<file path="src/rtl/instr_fetch_unit.sv">
// Decoupled instruction-fetch front end: prefetches word-addressed instructions
// over a req/ack port into a small FIFO, flushing and refetching on redirect.
module instr_fetch_unit #(
    parameter int DEPTH  = 4,
    parameter int ADDR_W = 32,
    parameter int DATA_W = 32
) (
    input  logic                    clk,
    input  logic                    reset_n,
    input  logic                    redirect_valid,
    input  logic [ADDR_W-1:0]       redirect_pc,
    output logic                    mem_req,
    output logic [ADDR_W-1:0]       mem_addr,
    input  logic                    mem_ack,
    input  logic [DATA_W-1:0]       mem_rdata,
    output logic                    instr_valid,
    output logic [DATA_W-1:0]       instr,
    output logic [ADDR_W-1:0]       instr_pc,
    input  logic                    instr_ready,
    output logic [$clog2(DEPTH):0]  fifo_count
);

    localparam int PW = $clog2(DEPTH);
    localparam int CW = PW + 1;
    localparam logic [CW-1:0] FULL = CW'(DEPTH);

    typedef enum logic [1:0] {IDLE, BUSY, DROP} state_t;

    state_t              state, state_nxt;
    logic [ADDR_W-1:0]   fetch_pc, fetch_pc_nxt, mem_addr_nxt;
    logic                mem_req_nxt;
    logic                push, pop;
    logic [CW-1:0]       count_after;

    logic [DATA_W-1:0]   data_q [DEPTH];
    logic [ADDR_W-1:0]   pc_q   [DEPTH];
    logic [PW-1:0]       rd_ptr, wr_ptr;

    assign instr_valid = (fifo_count != '0);
    assign instr       = data_q[rd_ptr];
    assign instr_pc    = pc_q[rd_ptr];
    assign pop         = instr_valid && instr_ready && !redirect_valid;
    // Occupancy after a push this cycle, net of any same-cycle pop.
    assign count_after = fifo_count + CW'(1) - CW'(pop);

    always_comb begin
        state_nxt    = state;
        fetch_pc_nxt = fetch_pc;
        mem_req_nxt  = mem_req;
        mem_addr_nxt = mem_addr;
        push         = 1'b0;
        case (state)
            IDLE: begin
                if (redirect_valid) begin
                    fetch_pc_nxt = redirect_pc;
                end else if (fifo_count < FULL) begin
                    mem_req_nxt  = 1'b1;
                    mem_addr_nxt = fetch_pc;
                    state_nxt    = BUSY;
                end
            end
            BUSY: begin
                if (redirect_valid) begin
                    fetch_pc_nxt = redirect_pc;
                    if (mem_ack) begin
                        mem_req_nxt = 1'b0;
                        state_nxt   = IDLE;
                    end else begin
                        state_nxt   = DROP;
                    end
                end else if (mem_ack) begin
                    push         = 1'b1;
                    fetch_pc_nxt = mem_addr + 1'b1;
                    if (count_after < FULL) begin
                        mem_addr_nxt = mem_addr + 1'b1;
                    end else begin
                        mem_req_nxt = 1'b0;
                        state_nxt   = IDLE;
                    end
                end
            end
            DROP: begin
                if (redirect_valid) fetch_pc_nxt = redirect_pc;
                if (mem_ack) begin
                    mem_req_nxt = 1'b0;
                    state_nxt   = IDLE;
                end
            end
            default: begin
                mem_req_nxt = 1'b0;
                state_nxt   = IDLE;
            end
        endcase
    end

    always_ff @(posedge clk) begin
        if (!reset_n) begin
            state      <= IDLE;
            fetch_pc   <= '0;
            mem_req    <= 1'b0;
            mem_addr   <= '0;
            rd_ptr     <= '0;
            wr_ptr     <= '0;
            fifo_count <= '0;
        end else begin
            state    <= state_nxt;
            fetch_pc <= fetch_pc_nxt;
            mem_req  <= mem_req_nxt;
            mem_addr <= mem_addr_nxt;
            if (redirect_valid) begin
                rd_ptr     <= '0;
                wr_ptr     <= '0;
                fifo_count <= '0;
            end else begin
                if (push) wr_ptr <= wr_ptr + 1'b1;
                if (pop)  rd_ptr <= rd_ptr + 1'b1;
                fifo_count <= fifo_count + CW'(push) - CW'(pop);
            end
        end
    end

    always_ff @(posedge clk) begin
        if (reset_n && push) begin
            data_q[wr_ptr] <= mem_rdata;
            pc_q[wr_ptr]   <= mem_addr;
        end
    end

endmodule

</file>
<file path="config.mk">
export PLATFORM = sky130hd
export DESIGN_NAME = instr_fetch_unit
export DESIGN_NICKNAME = d
export VERILOG_FILES = /design/src/rtl/instr_fetch_unit.sv
export SDC_FILE = /design/constraint.sdc
export NUM_CORES = 1
export LEC_CHECK = 0
export BUFFER_PORTS_ARGS = -buffer_cell sky130_fd_sc_hd__buf_4
export CAP_MARGIN = 5
export CORE_MARGIN = 4
export CORE_UTILIZATION = 62
export DETAILED_ROUTE_END_ITERATION = 8
export PLACE_DENSITY = 0.93
export SLEW_MARGIN = 20
export SYNTH_ARGS = -nofsm -noshare
export SYNTH_HDL_FRONTEND = slang
export SYNTH_SLANG_ARGS = --single-unit
export TNS_END_PERCENT = 5
</file>
<file path="constraint.sdc">
create_clock -name clk -period 6.8 [get_ports clk]
set_input_delay 1.02 -clock clk [delete_from_list [all_inputs] [get_ports clk]]
set_output_delay 1.02 -clock clk [all_outputs]
set_load 0.01 [all_outputs]
</file>
* After elaboration in Yosys (flattened, before gate mapping) *
Memories as Yosys holds them, arrays and structs flattened. A register that Yosys moved wholly into a read port is not among the register bits.
Cells that the tools add are included.

word-level totals
  memories kept = 2
  flip-flop bits (word level) = 74
  bits of input ports = 69
  logic and storage cells = 78
  memory bits (writable) = 256
  output and inout bits = 101

operators by class
  order comparisons = 2
  reduce and logical (&&, ||, !) cells = 14
  equality and inequality tests = 11
  muxes and demuxes = 34
  $add $sub $neg = 7
  bitwise operators = 1

memories
  memory  words  bits a word  rd ports  clocked after Yosys merged registers in  wr ports  line  text
  data_q  4      32           1         1                                        1         35    logic [DATA_W-1:0] data_q [DEPTH];
  pc_q    4      32           1         1                                        1         36    logic [ADDR_W-1:0] pc_q [DEPTH];

operators with widths
  kind                                                                   number
  32-bit two-way mux                                                     8
  32-bit case mux with 2 select lines                                    2
  32-bit by 1-bit adder with 32-bit output, second input constant        1
  2-bit two-way mux                                                      11
  2-bit != test, second input constant                                   6
  1-bit two-way mux                                                      11
  3-bit less-than comparator, second input constant                      2
  3-bit != test, second input constant                                   2
  2-bit case mux with 3 select lines                                     1
  6-bit AND reduction                                                    1
  3-bit by 1-bit subtractor with 3-bit output                            2
  5-bit AND reduction                                                    1
  2-bit by 1-bit adder with 2-bit output, second input constant          2
  4-bit AND reduction                                                    1
  2-bit nonzero test                                                     2
  2-bit OR reduction                                                     2
  3-bit by 1-bit adder with 3-bit output                                 1
  3-bit by 1-bit adder with 3-bit output, second input constant          1
  1-bit logical AND                                                      3
  1-bit case mux with 3 select lines                                     1
  3-bit AND reduction                                                    1
  3-bit nonzero test                                                     1
  2-bit by 1-bit equality test with 1-bit output, second input constant  1
  2-bit equality test, second input constant                             1
  other kinds (4)                                                        4

* Logic depth before layout (Yosys ltp) *
Gate-level depths: netlist (run 1).

  depth in word-level cells = 9
  mapped depth = 11

* Least setup slack after synthesis (run 1) *
No wires, ideal clock.

  kind = input to register
  start = input port reset_n
  end = memory data_q[0][0] (enable)
  required time = 6,371 ps
  data arrival time = 3,578 ps
  path buffers = 2
  path slack = 2,793 ps
  cell stages on the path = 5
  cell sequence = clkbuf_1 > inv_2 > nor3_1 > clkbuf_1 > and3_1

on the way
  word-level cells in the longest chain between the ends = 3

RTL lines
  element                                  line  text
  start: declaration                       9     input logic reset_n,
  1-bit logical AND                        123   if (reset_n && push) begin
  1-bit two-way mux                        123
  1-bit two-way mux (implied by the code)  124   data_q[wr_ptr] <= mem_rdata;
  end: declaration                         35

Every way passes these cells.

==> summary.md, run 1 <==
| Metric | Value |
|---|---|
| Synth Area per Inst | `roughly 15 µm²` |
| Met2 Track Usage GR | `between 40% and 50%` |
| Mapped Area | `around 14,000 µm²` |
| Fillers | `1,298` |
| Worst-path fanout max | `40` |
| Placed cells | `between 1,000 and 1,500` |
| Worst Path Buf+Inv | `2` |
| Register area | `between 9000 and 10,000 µm²` |
| Initial antenna violation count | `0` |
| Setup bufs post-CTS | `0` |
| Hold crit path type | `register to register` |
| P&R area growth vs syn | `18.7%` |
| Post-CTS Resized | `0` |
| Layout Utilization | `between 70% and 80%` |
| FF+latch count, synth | `about 330` |
| CTS H-tree depth | `2` |
| FMAX | `about 260 MHz` |
| Worst setup SP type | `register` |
| Post-synth top flop | `edfxtp_1` |
| Vias in the first global route | `~9,000` |
| Die area | `24,500 µm²` |
| Slew @ Worst Pin | `1060 ps` |
| Synth top area share | `approximately 56%` |
| Synth cell types | `between 70 and 80` |
| Final ANT Viol Nets | `0` |
| Post-layout minimum cycle time | `3810 ps` |
| Detailed Route WL | `around 32,000 µm` |
| Slowest cell delay on critical path | `730 ps` |
| CTS Buf Count | `34` |
| Largest net degree at the start of global routing | `65` |
| Post-synthesis sequential area ratio | `about two thirds` |
| First drt pass iteration count | `6` |
| Share of layout cells above drive strength 1 | `29.5%` |
| CP max-delay cell | `buf_4` |
| Worst Clk Skew | `around 21 ps` |
| CP Capture Type | `primary output` |
| First-pass GRT wire length | `~50,000 µm` |
| Commonest cells in the netlist | `edfxtp_1, dfxtp_1, mux4_2` |
| Delay-heaviest family, CP | `buffers and inverters` |
| Leakage power | `roughly 5.5 nW` |
| Period Utilization, post-route | `between 50% and 60%` |
| # port buffers | `between 150 and 200` |
| Leading area contributor after synthesis | `edfxtp_1` |
| Row cnt | `54` |
| Post-synth ARST share | `0%` |
| Vias per cell | `about 6.6` |
| DR iter-0 viols | `between 1,000 and 1,500` |
| Final setup vio count | `0` |
| Core Footprint | `around 22,000 µm²` |
| Power per Cell Area | `266 nW/µm²` |
| GPL Wtd Cong | `~0.9` |
| Endpoints failing hold | `0` |
| Post-synth EDFFs | `between 200 and 300` |
| HPWL Detailed | `roughly 19,000 µm` |
| Initial Util | `62.9%` |
| Root Driver | `clkbuf_16` |
| Met1 GRT Util | `approximately 36%` |
| Clock tree buffer depth | `3` |
| Area of the multi-input gates | `4210 µm²` |
| Status | `finished clean` |
| Hold buffers post-CTS | `0` |
| Clock sink count | `~330` |
| CP Cell Sequence | `buf_4, mux4_2, buf_4` |
| Residual DRC | `0` |
| Crit Path Category | `register to primary output` |
| Most Frequent Cell on Critical Path | `buf_4` |
| Grt met3 use | `under 10%` |
| Most common cell in the netlist | `edfxtp_1` |
| Warnings, synthesis | `0` |
| Unrepaired setup endpoints after global routing | `false` |
| Gr busiest metal | `met2` |
| Non-Filler Instances | `roughly 1,400` |
| Net Count, Synth | `a little under 1,000` |
| Antenna cells | `0` |
| Max Slew Vio Count | `0` |
| Clock slew at reported path FFs | `approximately 60 ps` |
| Synth area leaders | `edfxtp_1, dfxtp_1, mux4_2, nor2_1, nand2_1` |
| Worst Path Required | `roughly 5800 ps` |
| Worst vdd ir | `around 190 µV` |
| Clk_lat worst skew | `around 530 ps` |
| CP arrival | `~2800 ps` |
| GR Overflow Total | `0` |
| Setup TNS | `0 ps` |
| Synthesized instance count | `905` |
| Die width | `around 160 µm` |
| Fin nets | `between 1,000 and 1,500` |
| # IOs | `170` |
| Max_cap viols | `0` |
| Die Y | `about 160 µm` |
| Average wire per standard cell | `23.6 µm` |
| Total number of vias | `~9,000` |
| Gr usage total | `between 20% and 30%` |
| CTS tree | `yes` |
| Slew HR | `between 20 and 30%` |
[flip-flops by register name, summed over array words and instances (netlist names), named ones only]
signal and count:
rd_ptr 2, data_q 128, mem_req 1, state 2
fetch_pc 32, pc_q 128, mem_addr 32, wr_ptr 2
fifo_count 3
[worst register-to-register path, delay by kind of cell, from the launching register on]
kind	cells	cell delay (ps)
simple gates	4	1820
fa+ha+maj	3	800
flops	1	620
buf+inv	2	280
[stage by stage]
stage / power (W) / worst slack, ps / hold slack [ps] / instance area [µm²]
6_report: 0.00432 / 2990 / 458 / 16200
4_1_cts: 0.00434 / 2890 / 456 / 16200
3_3_place_gp: 0.00249 / 2930 / 430 / 15100
3_5_place_dp: 0.00250 / 2800 / 444 / 15100
2_1_floorplan: 0.00239 / 2790 / 417 / 13700
5_1_grt: 0.00445 / 2760 / 464 / 16200
[layout make-up]
cell class / instances / area share, %
clock buffers: 37 / 5.31
clock inverters: 25 / 1.57
inverters: 11 / 0.254
multi-input cells: 501 / 25.9
flip-flops and latches: 332 / 56.7
well taps: 280 / 2.16
repair buffers: 175 / 8.09
[per-layer routing]
layer	share of wire [%]	vias to the layer above
met5	0	-
met4	3.8	0
met3	10	103
met2	49	580
met1	38	4443
li1	-	3881
[cell families (layout without fill, tap and decap cells)]
logic type / after synthesis / count (layout) / share of synthesized area, %
AO/OA/AOI/OAI: 162 / 162 / 8.17
XOR/XNOR: 27 / 27 / 1.73
adder cells (fa/ha/maj): 8 / 8 / 0.786
buffers and inverters: 72 / 248 / 2.30
flip-flops: 332 / 332 / 67.3
multiplexers: 68 / 68 / 10.8
AND/OR/NAND/NOR: 236 / 236 / 8.88
[path summary, 6_finish.rpt]
| path | start | end | slack [ps] | cells after the start |
|---|---|---|---|---|
| worst max-delay path | register | instr_pc[5] | 2990 | 3 |
| worst min-delay path | fetch_pc[9] | fetch_pc[9] | 460 | 2 |
| worst max register to register | state[0] | fifo_count[1] | 3200 | 9 |
| worst min register to register | fetch_pc[9] | fetch_pc[9] | 460 | 2 |
[report_power, final]
| group | internal, W | switching (W) | total (W) |
|---|---|---|---|
| Clock | 0.00108 | 0.000774 | 0.00186 |
| Sequential | 0.00221 | 0.0000442 | 0.00225 |
| Combinational | 0.0000939 | 0.000117 | 0.000211 |
| Total | 0.00339 | 0.000935 | 0.00432 |
[layout by cell type (no fill, tap or decap), types with 9 or more instances in the layout]
cell,synthesis,layout
xnor2_1,16,16
o22ai_1,14,14
clkbuf_16,0,34
buf_4,2,175
a32oi_1,14,14
mux4_2,64,64
dfxtp_1,76,74
clkinv_2,0,9
a21oi_1,36,36
edfxtp_1,256,256
o21ai_0,24,24
nor2_1,58,58
inv_1,10,10
xor2_1,11,11
nand2_1,56,56
nand3_1,29,29
nand4_1,12,12
and2_1,9,9
nor3_1,17,17
(Power assumes the default switching activity.)
==> run 2: changes to the inputs <==
Settings changed: CORE_UTILIZATION 62 to 58, PLACE_DENSITY 0.93 to 0.89.
Clock period 6.8 ns to 3.6 ns, I/O delays scaled along.
==> summary.md, run 2 (synthesis gave the netlist of run 1 again) <==
| Metric | Value |
|---|---|
| Status | `finished clean` |
| Worst Path Required | `3060 ps (-2720 ps)` |
| R2R cell count | `5 (-4)` |
| CP arrival | `2420 ps (-370 ps)` |
| Final ANT Viol Nets | `0 (unchanged)` |
| Placed cell area | `15,400 µm² (+1.5%)` |
| Clock sink count | `332 (unchanged)` |
| Clock tree buffer depth | `3 (unchanged)` |
| Comb pwr share | `5.2% (+0.3 points)` |
| DR iter-0 viols | `1,192 (+5.2%)` |
| CP Capture Type | `primary output` |
| Setup TNS | `0 ps (unchanged)` |
| Largest net degree at the start of global routing | `65 (unchanged)` |
| CTS H-tree depth | `1 (-1)` |
| Core Footprint | `22,900 µm² (+5.3%)` |
| CTS tree | `yes` |
| Max_cap viols | `0 (unchanged)` |
| GR Overflow Total | `0 (unchanged)` |
| Root Driver | `clkbuf_16` |
| Largest regs | `data_q (128), pc_q (128)` |
| Initial Util | `59.7% (-3.2 points)` |
| Max Slew Vio Count | `0 (unchanged)` |
| Vias in the first global route | `8,786 (-1.4%)` |
| Post-layout minimum cycle time | `a little under 3000 ps` |
| Crit Path Category | `register to primary output` |
| CP Cell Sequence | `buf_4, mux4_2, buf_4` |
| Sw Share | `20.7% (-0.95 points)` |
| # port buffers | `169 (unchanged)` |
| Die Y | `162 µm (+3.2%)` |
| GPL Wtd Cong | `0.897 (+0.38%)` |
| Gr usage total | `24.8% (-1.4 points)` |
| HPWL Detailed | `21,100 µm (+10%)` |
| Row cnt | `55 (+1.9%)` |
| Vias per cell | `6.36 (-3.9%)` |
| CTS Buf Count | `31 (-8.8%)` |
| Slew @ Worst Pin | `984 ps (-73.1 ps)` |
| Most Frequent Cell on Critical Path | `buf_4` |
| Fin area | `16,400 µm² (+0.72%)` |
| Worst Clk Skew | `10.7 ps (-10.3 ps)` |
| Residual DRC | `0 (unchanged)` |
| Worst Hold Slack | `196 ps (-262 ps)` |
| CP endpoint | `instr[22]` |
| # IOs | `170 (unchanged)` |
| Flop pwr share | `54.2% (+2.1 points)` |
| Hold crit path type | `input port to register` |
| Hold buffers post-CTS | `0 (unchanged)` |
| Fillers | `1,431 (+10%)` |
| Worst r2r src | `mem_addr[4]` |
| Unrepaired setup endpoints after global routing | `false` |
| Clk pwr share | `40.7% (-2.3 points)` |
| Switching pwr | `0.00163 W (+74%)` |
| FMAX | `approximately 340 MHz` |
| Slew HR | `34.1% (+4.6 points)` |
| First-pass GRT wire length | `50,900 µm (+2.1%)` |
| Setup bufs post-CTS | `0 (unchanged)` |
| Slowest cell delay on critical path | `720 ps (about the same)` |
| Detailed Route WL | `32,700 µm (+1.8%)` |
| Die area | `26,100 µm² (+6.5%)` |
| P&R area growth vs syn | `19.6%` |
| Worst-path fanout max | `31 (-23%)` |
| Clk_lat worst skew | `550 ps (+20 ps)` |
| Pint | `0.00623 W (+84%)` |
| Antenna cells | `0 (unchanged)` |
| Worst setup SP type | `register` |
| Power per Cell Area | `480 nW/µm² (+81%)` |
| Initial antenna violation count | `0 (unchanged)` |
| R2R Setup Slk | `930 ps (-2270 ps)` |
| First drt pass iteration count | `6 (unchanged)` |
| Die width | `162 µm (+3.2%)` |
| Fin nets | `1,147 (+1.3%)` |
| Commonest non-fill, non-tap cell in the layout | `edfxtp_1` |
| RR Endpoint | `mem_addr[17]` |
| Leakage power | `5.54 nW (+0.85%)` |
| Post-CTS Resized | `0 (unchanged)` |
| CP max-delay cell | `dfxtp_4` |
| Clock slew at reported path FFs | `60 ps (about the same)` |
| Total number of vias | `8,945 (-0.69%)` |
| Final setup vio count | `0 (unchanged)` |
| Worst vdd ir | `293 µV (+57%)` |
| Most frequent cells in the layout | `edfxtp_1, buf_4, dfxtp_1, mux4_2, nor2_1` |
| Share of layout cells above drive strength 1 | `30.2% (+0.65 points)` |
| Average wire per standard cell | `23.3 µm (-1.5%)` |
| Endpoints failing hold | `0 (unchanged)` |
| Period Utilization, post-route | `82.3%` |
==> run 2: power by group through the flow <==
| stage | combinational (W) | clock [W] | sequential, W |
|---|---|---|---|
| finish | 0.000406 | 0.00319 | 0.00426 |
| detailed placement | 0.000395 | 0 | 0.00433 |
| floorplan | 0.000211 | 0 | 0.00431 |
| global route | 0.000435 | 0.00341 | 0.00426 |
| CTS | 0.000401 | 0.00323 | 0.00425 |
| global placement | 0.000382 | 0 | 0.00433 |
==> run 2: through the flow <==
| step | std cells | util (%) | power (W) | setup WS (ps) |
|---|---|---|---|---|
| 3_5_place_dp | 1350 | 67.0 | 0.00473 | 808 |
| 6_report | 1407 | 71.4 | 0.00786 | 637 |
| 3_3_place_gp | 1350 | 67.0 | 0.00471 | 889 |
| 2_1_floorplan | 905 | - | 0.00452 | 73.0 |
| 5_1_grt | 1407 | 71.4 | 0.00811 | 456 |
| 4_1_cts | 1407 | 71.4 | 0.00788 | 508 |
==> run 2: cell type report <==
class | count | area (µm²) | share of cell area [%]
sequential | 332 | 9220 | 56.3
multi-input combinational | 501 | 4190 | 25.6
timing repair buffer | 193 | 1510 | 9.24
clock buffer | 48 | 912 | 5.58
tap | 313 | 392 | 2.39
clock inverter | 9 | 96.3 | 0.589
inverter | 11 | 41.3 | 0.252
==> run 2: critical path: cells and delay by family, from the launching register on <==
kind	cells	cell delay, ps
flip-flops	1	720
buffers and inverters	2	560
multiplexers	1	570
==> run 2: worst min path at each step <==
stage | start | endpoint | slack [ps] | cells after the start
floorplan | fetch_pc[14] | fetch_pc[14] | 420 | 2
CTS | mem_rdata[30] | data_q[2][30] | 180 | 1
finish | mem_rdata[20] | data_q[1][20] | 200 | 1
detailed placement | fetch_pc[14] | fetch_pc[14] | 440 | 2
global placement | fetch_pc[14] | fetch_pc[14] | 430 | 2
global route | mem_rdata[28] | data_q[1][28] | 180 | 1
==> run 2: layer usage <==
metal	vias up	wire (µm)	global-route usage, %
met1	4362	12200	34.9
met3	82	3500	4.24
met2	593	15700	39.7
li1	3908	-	-
met4	0	1300	9.07
met5	-	0	0
==> run 3: changes to the inputs <==
Settings changed: ABC_AREA from default to 1.
Clock period 3.6 ns to 2.9 ns, I/O delays scaled along.
==> summary.md, run 3 <==
| Metric | Value |
|---|---|
| First-pass GRT wire length | `53,600 µm (+5.4%)` |
| Largest regs | `data_q (128), pc_q (128)` |
| Worst r2r src | `state[0]` |
| Net Count, Synth | `1,419 (+45%)` |
| Vias per cell | `5.84 (-8.2%)` |
| Slew HR | `50.7% (+17 points)` |
| Mapped Area | `13,800 µm² (+1.2%)` |
| CTS tree | `yes` |
| Unrepaired setup endpoints after global routing | `false` |
| Warnings, synthesis | `0 (unchanged)` |
| Worst vdd ir | `437 µV (+49%)` |
| Worst Hold Slack | `70.2 ps (-126 ps)` |
| Row cnt | `56 (+1.8%)` |
| CTS H-tree depth | `1 (unchanged)` |
| Largest net degree at the start of global routing | `105 (+62%)` |
| Die width | `162 µm (+0.54%)` |
| Initial Util | `59.0% (-0.74 points)` |
| Worst Path Required | `2470 ps (-590 ps)` |
| Crit Path Category | `register to primary output` |
| Hold crit path type | `input port to register` |
| Total number of vias | `10,700 (+20%)` |
| R2R Setup Slk | `690 ps (-240 ps)` |
| Post-synth top flop | `edfxtp_1` |
| Initial antenna violation count | `0 (unchanged)` |
| # IOs | `170 (unchanged)` |
| R2R cell count | `12 (+7)` |
| Post-layout minimum cycle time | `~2700 ps` |
| Root Driver | `clkbuf_16` |
| Max_cap viols | `0 (unchanged)` |
| Setup bufs post-CTS | `0 (unchanged)` |
| Post-synthesis mux area share | `0.145% (-11 points)` |
| Clock tree buffer depth | `3 (unchanged)` |
| Post-Synth Adder-Cell Area | `0.777% (-0.0090 points)` |
| Compound-Gate Fraction of Synth Area | `13.3% (+5.1 points)` |
| Post-synthesis sequential area ratio | `66.5% (-0.77 points)` |
| Fin nets | `1,567 (+37%)` |
| HPWL Detailed | `20,500 µm (-2.7%)` |
| Endpoints failing hold | `0 (unchanged)` |
| Most frequent cells in the layout | `edfxtp_1, nor2_1, nand2_1, o21ai_0, buf_4` |
| Synthesized instance count | `1,342 (+48%)` |
| Largest family of logic cells by synthesized area | `simple AND/OR/NAND/NOR gates` |
| Gr usage total | `25.4% (+0.56 points)` |
| Clock sink count | `332 (unchanged)` |
| Die area | `26,400 µm² (+1.1%)` |
| P&R area growth vs syn | `18.7%` |
| First drt pass iteration count | `5 (-1)` |
| Max Slew Vio Count | `0 (unchanged)` |
| # port buffers | `169 (unchanged)` |
| Worst-path fanout max | `37 (+19%)` |
| Placed cell area | `15,400 µm² (+0.51%)` |
| Die Y | `162 µm (+0.54%)` |
| FF+latch count, synth | `332 (unchanged)` |
| Clk_lat worst skew | `560 ps (about the same)` |
| Worst Hold End | `data_q[1][1]` |
| Share of layout cells above drive strength 1 | `17.2% (-13 points)` |
| GPL Wtd Cong | `0.878 (-2.1%)` |
| Worst Clk Skew | `18.9 ps (+8.25 ps)` |
| Worst setup SP type | `register` |
| Antenna cells | `0 (unchanged)` |
| CTS Buf Count | `31 (unchanged)` |
| Slew @ Worst Pin | `739 ps (-244 ps)` |
| Hold Path Origin | `mem_rdata[1]` |
| Status | `finished clean` |
| Commonest non-fill, non-tap cell in the layout | `edfxtp_1` |
| GR Overflow Total | `0 (unchanged)` |
| DR iter-0 viols | `1,179 (-1.1%)` |
| Most common cell in the netlist | `edfxtp_1` |
| Fillers | `1,651 (+15%)` |
| Average wire per standard cell | `18.7 µm (-20%)` |
| Synth Area per Inst | `10.3 µm² (-32%)` |
| CP Capture Type | `primary output` |
| Xor/xnor cell area share of the yosys netlist | `0.696% (-1.0 points)` |
| Residual DRC | `0 (unchanged)` |
| Vias in the first global route | `10,400 (+19%)` |
| Leading area contributor after synthesis | `edfxtp_1` |
| Period Utilization, post-route | `slightly above 90%` |
| Power per Cell Area | `614 nW/µm² (+28%)` |
| Final ANT Viol Nets | `0 (unchanged)` |
| Post-CTS Resized | `0 (unchanged)` |
| FMAX | `between 300 and 400 MHz` |
| Commonest cells in the netlist | `edfxtp_1, nor2_1, nand2_1` |
| Synth top area share | `55.5% (-0.64 points)` |
| Hold buffers post-CTS | `0 (unchanged)` |
| Detailed Route WL | `34,200 µm (+4.6%)` |
| CP arrival | `2250 ps (-170 ps)` |
| RR Endpoint | `fifo_count[2]` |
| Hold depth | `1 (unchanged)` |
| Post-synth ARST share | `0% (unchanged)` |
| Core Footprint | `23,500 µm² (+2.4%)` |
| Post-synth EDFFs | `256 (unchanged)` |
| Tot Pwr | `0.0101 W (+28%)` |
| Simple-Gate Fraction of Synth Area | `14.5% (+5.6 points)` |
| Synth cell types | `32 (-55%)` |
| Clock slew at reported path FFs | `70 ps (about the same)` |
| Synth area leaders | `edfxtp_1, dfxtp_1, o21ai_0, nor2_1, nand2_1` |
| Final setup vio count | `0 (unchanged)` |
| Leakage power | `6.04 nW (+9.0%)` |
| Fin area | `16,400 µm² (+0.44%)` |
==> run 3: cell count changes in the layout (fill, tap and decap cells not counted), sizes merged, moves of 10 or more <==
cell / previous run / this run
mux4: 64 / 0
nand2: 58 / 203
a21oi: 36 / 84
xnor2: 16 / 5
o22ai: 14 / 64
nor2: 58 / 249
a32oi: 14 / 0
nand4: 12 / 2
nand3: 30 / 51
nor3: 18 / 0
and3: 11 / 0
o21ai: 25 / 191
inv: 11 / 67
==> run 3: final cells by class <==
type                       instances  area [µm²]  share of cell area [%]
clock buffer                      41         895                    5.44
clock inverter                    17         108                   0.655
inverter                          65         245                    1.49
multi-input combinational        872        4100                    24.9
sequential                       332        9210                    56.1
tap                              319         399                    2.43
timing repair buffer             188        1470                    8.97
==> run 3: logic make-up after synthesis <==
| logic type | after synthesis |
|---|---|
| DFF | 332 |
| muxes | 2 |
| buffers and inverters | 138 |
| and+or+nand+nor | 506 |
| xor gates and xnor gates | 11 |
| AOI/OAI and AO/OA | 345 |
| adders and majority gates | 8 |
==> run 3: per-layer routing <==
metal / global-route usage [%] / vias to the layer above / part of all wire, %
met2: 42.4 / 519 / 49
li1: - / 4987 / -
met5: 0 / - / 0
met1: 34.3 / 5130 / 40
met4: 8.23 / 0 / 2.6
met3: 4.23 / 72 / 9.1
==> run 3: critical path: stages, from the launching register on <==
cell and delay, ps:
dfxtp_2 330, inv_2 470, buf_4 330, o21ai_0 120, o22ai_1 250, buf_4 180
==> run 3: per-stage QoR <==
step	setup TNS, ps	setup slack, ps	utilization [%]	instances
after global routing	0	95.5	70.0	1834
after global placement	0	582	65.7	1776
final	0	213	70.0	1834
after detailed placement	0	516	65.7	1776
after CTS	0	208	70.0	1834
after floorplan	-28140	-110	-	1342
==> run 3: worst max path at each step <==
| stage | startpoint | to | slack [ps] |
|---|---|---|---|
| finish | register | instr[16] | 210 |
| detailed placement | redirect_valid | fifo_count[2] | 520 |
| floorplan | reset_n | data_q[0][0] | -110 |
| CTS | register | instr[19] | 210 |
| global placement | redirect_valid | fifo_count[2] | 580 |
| global route | register | instr_pc[16] | 100 |
==> run 3: report_power, final <==
| part | switching, W | leakage, nW | internal [W] |
|---|---|---|---|
| Combinational | 0.000433 | 2.56 | 0.000296 |
| Clock | 0.00168 | 0.502 | 0.00224 |
| Sequential | 0.000182 | 2.98 | 0.00526 |
| Total | 0.00230 | 6.04 | 0.00780 |
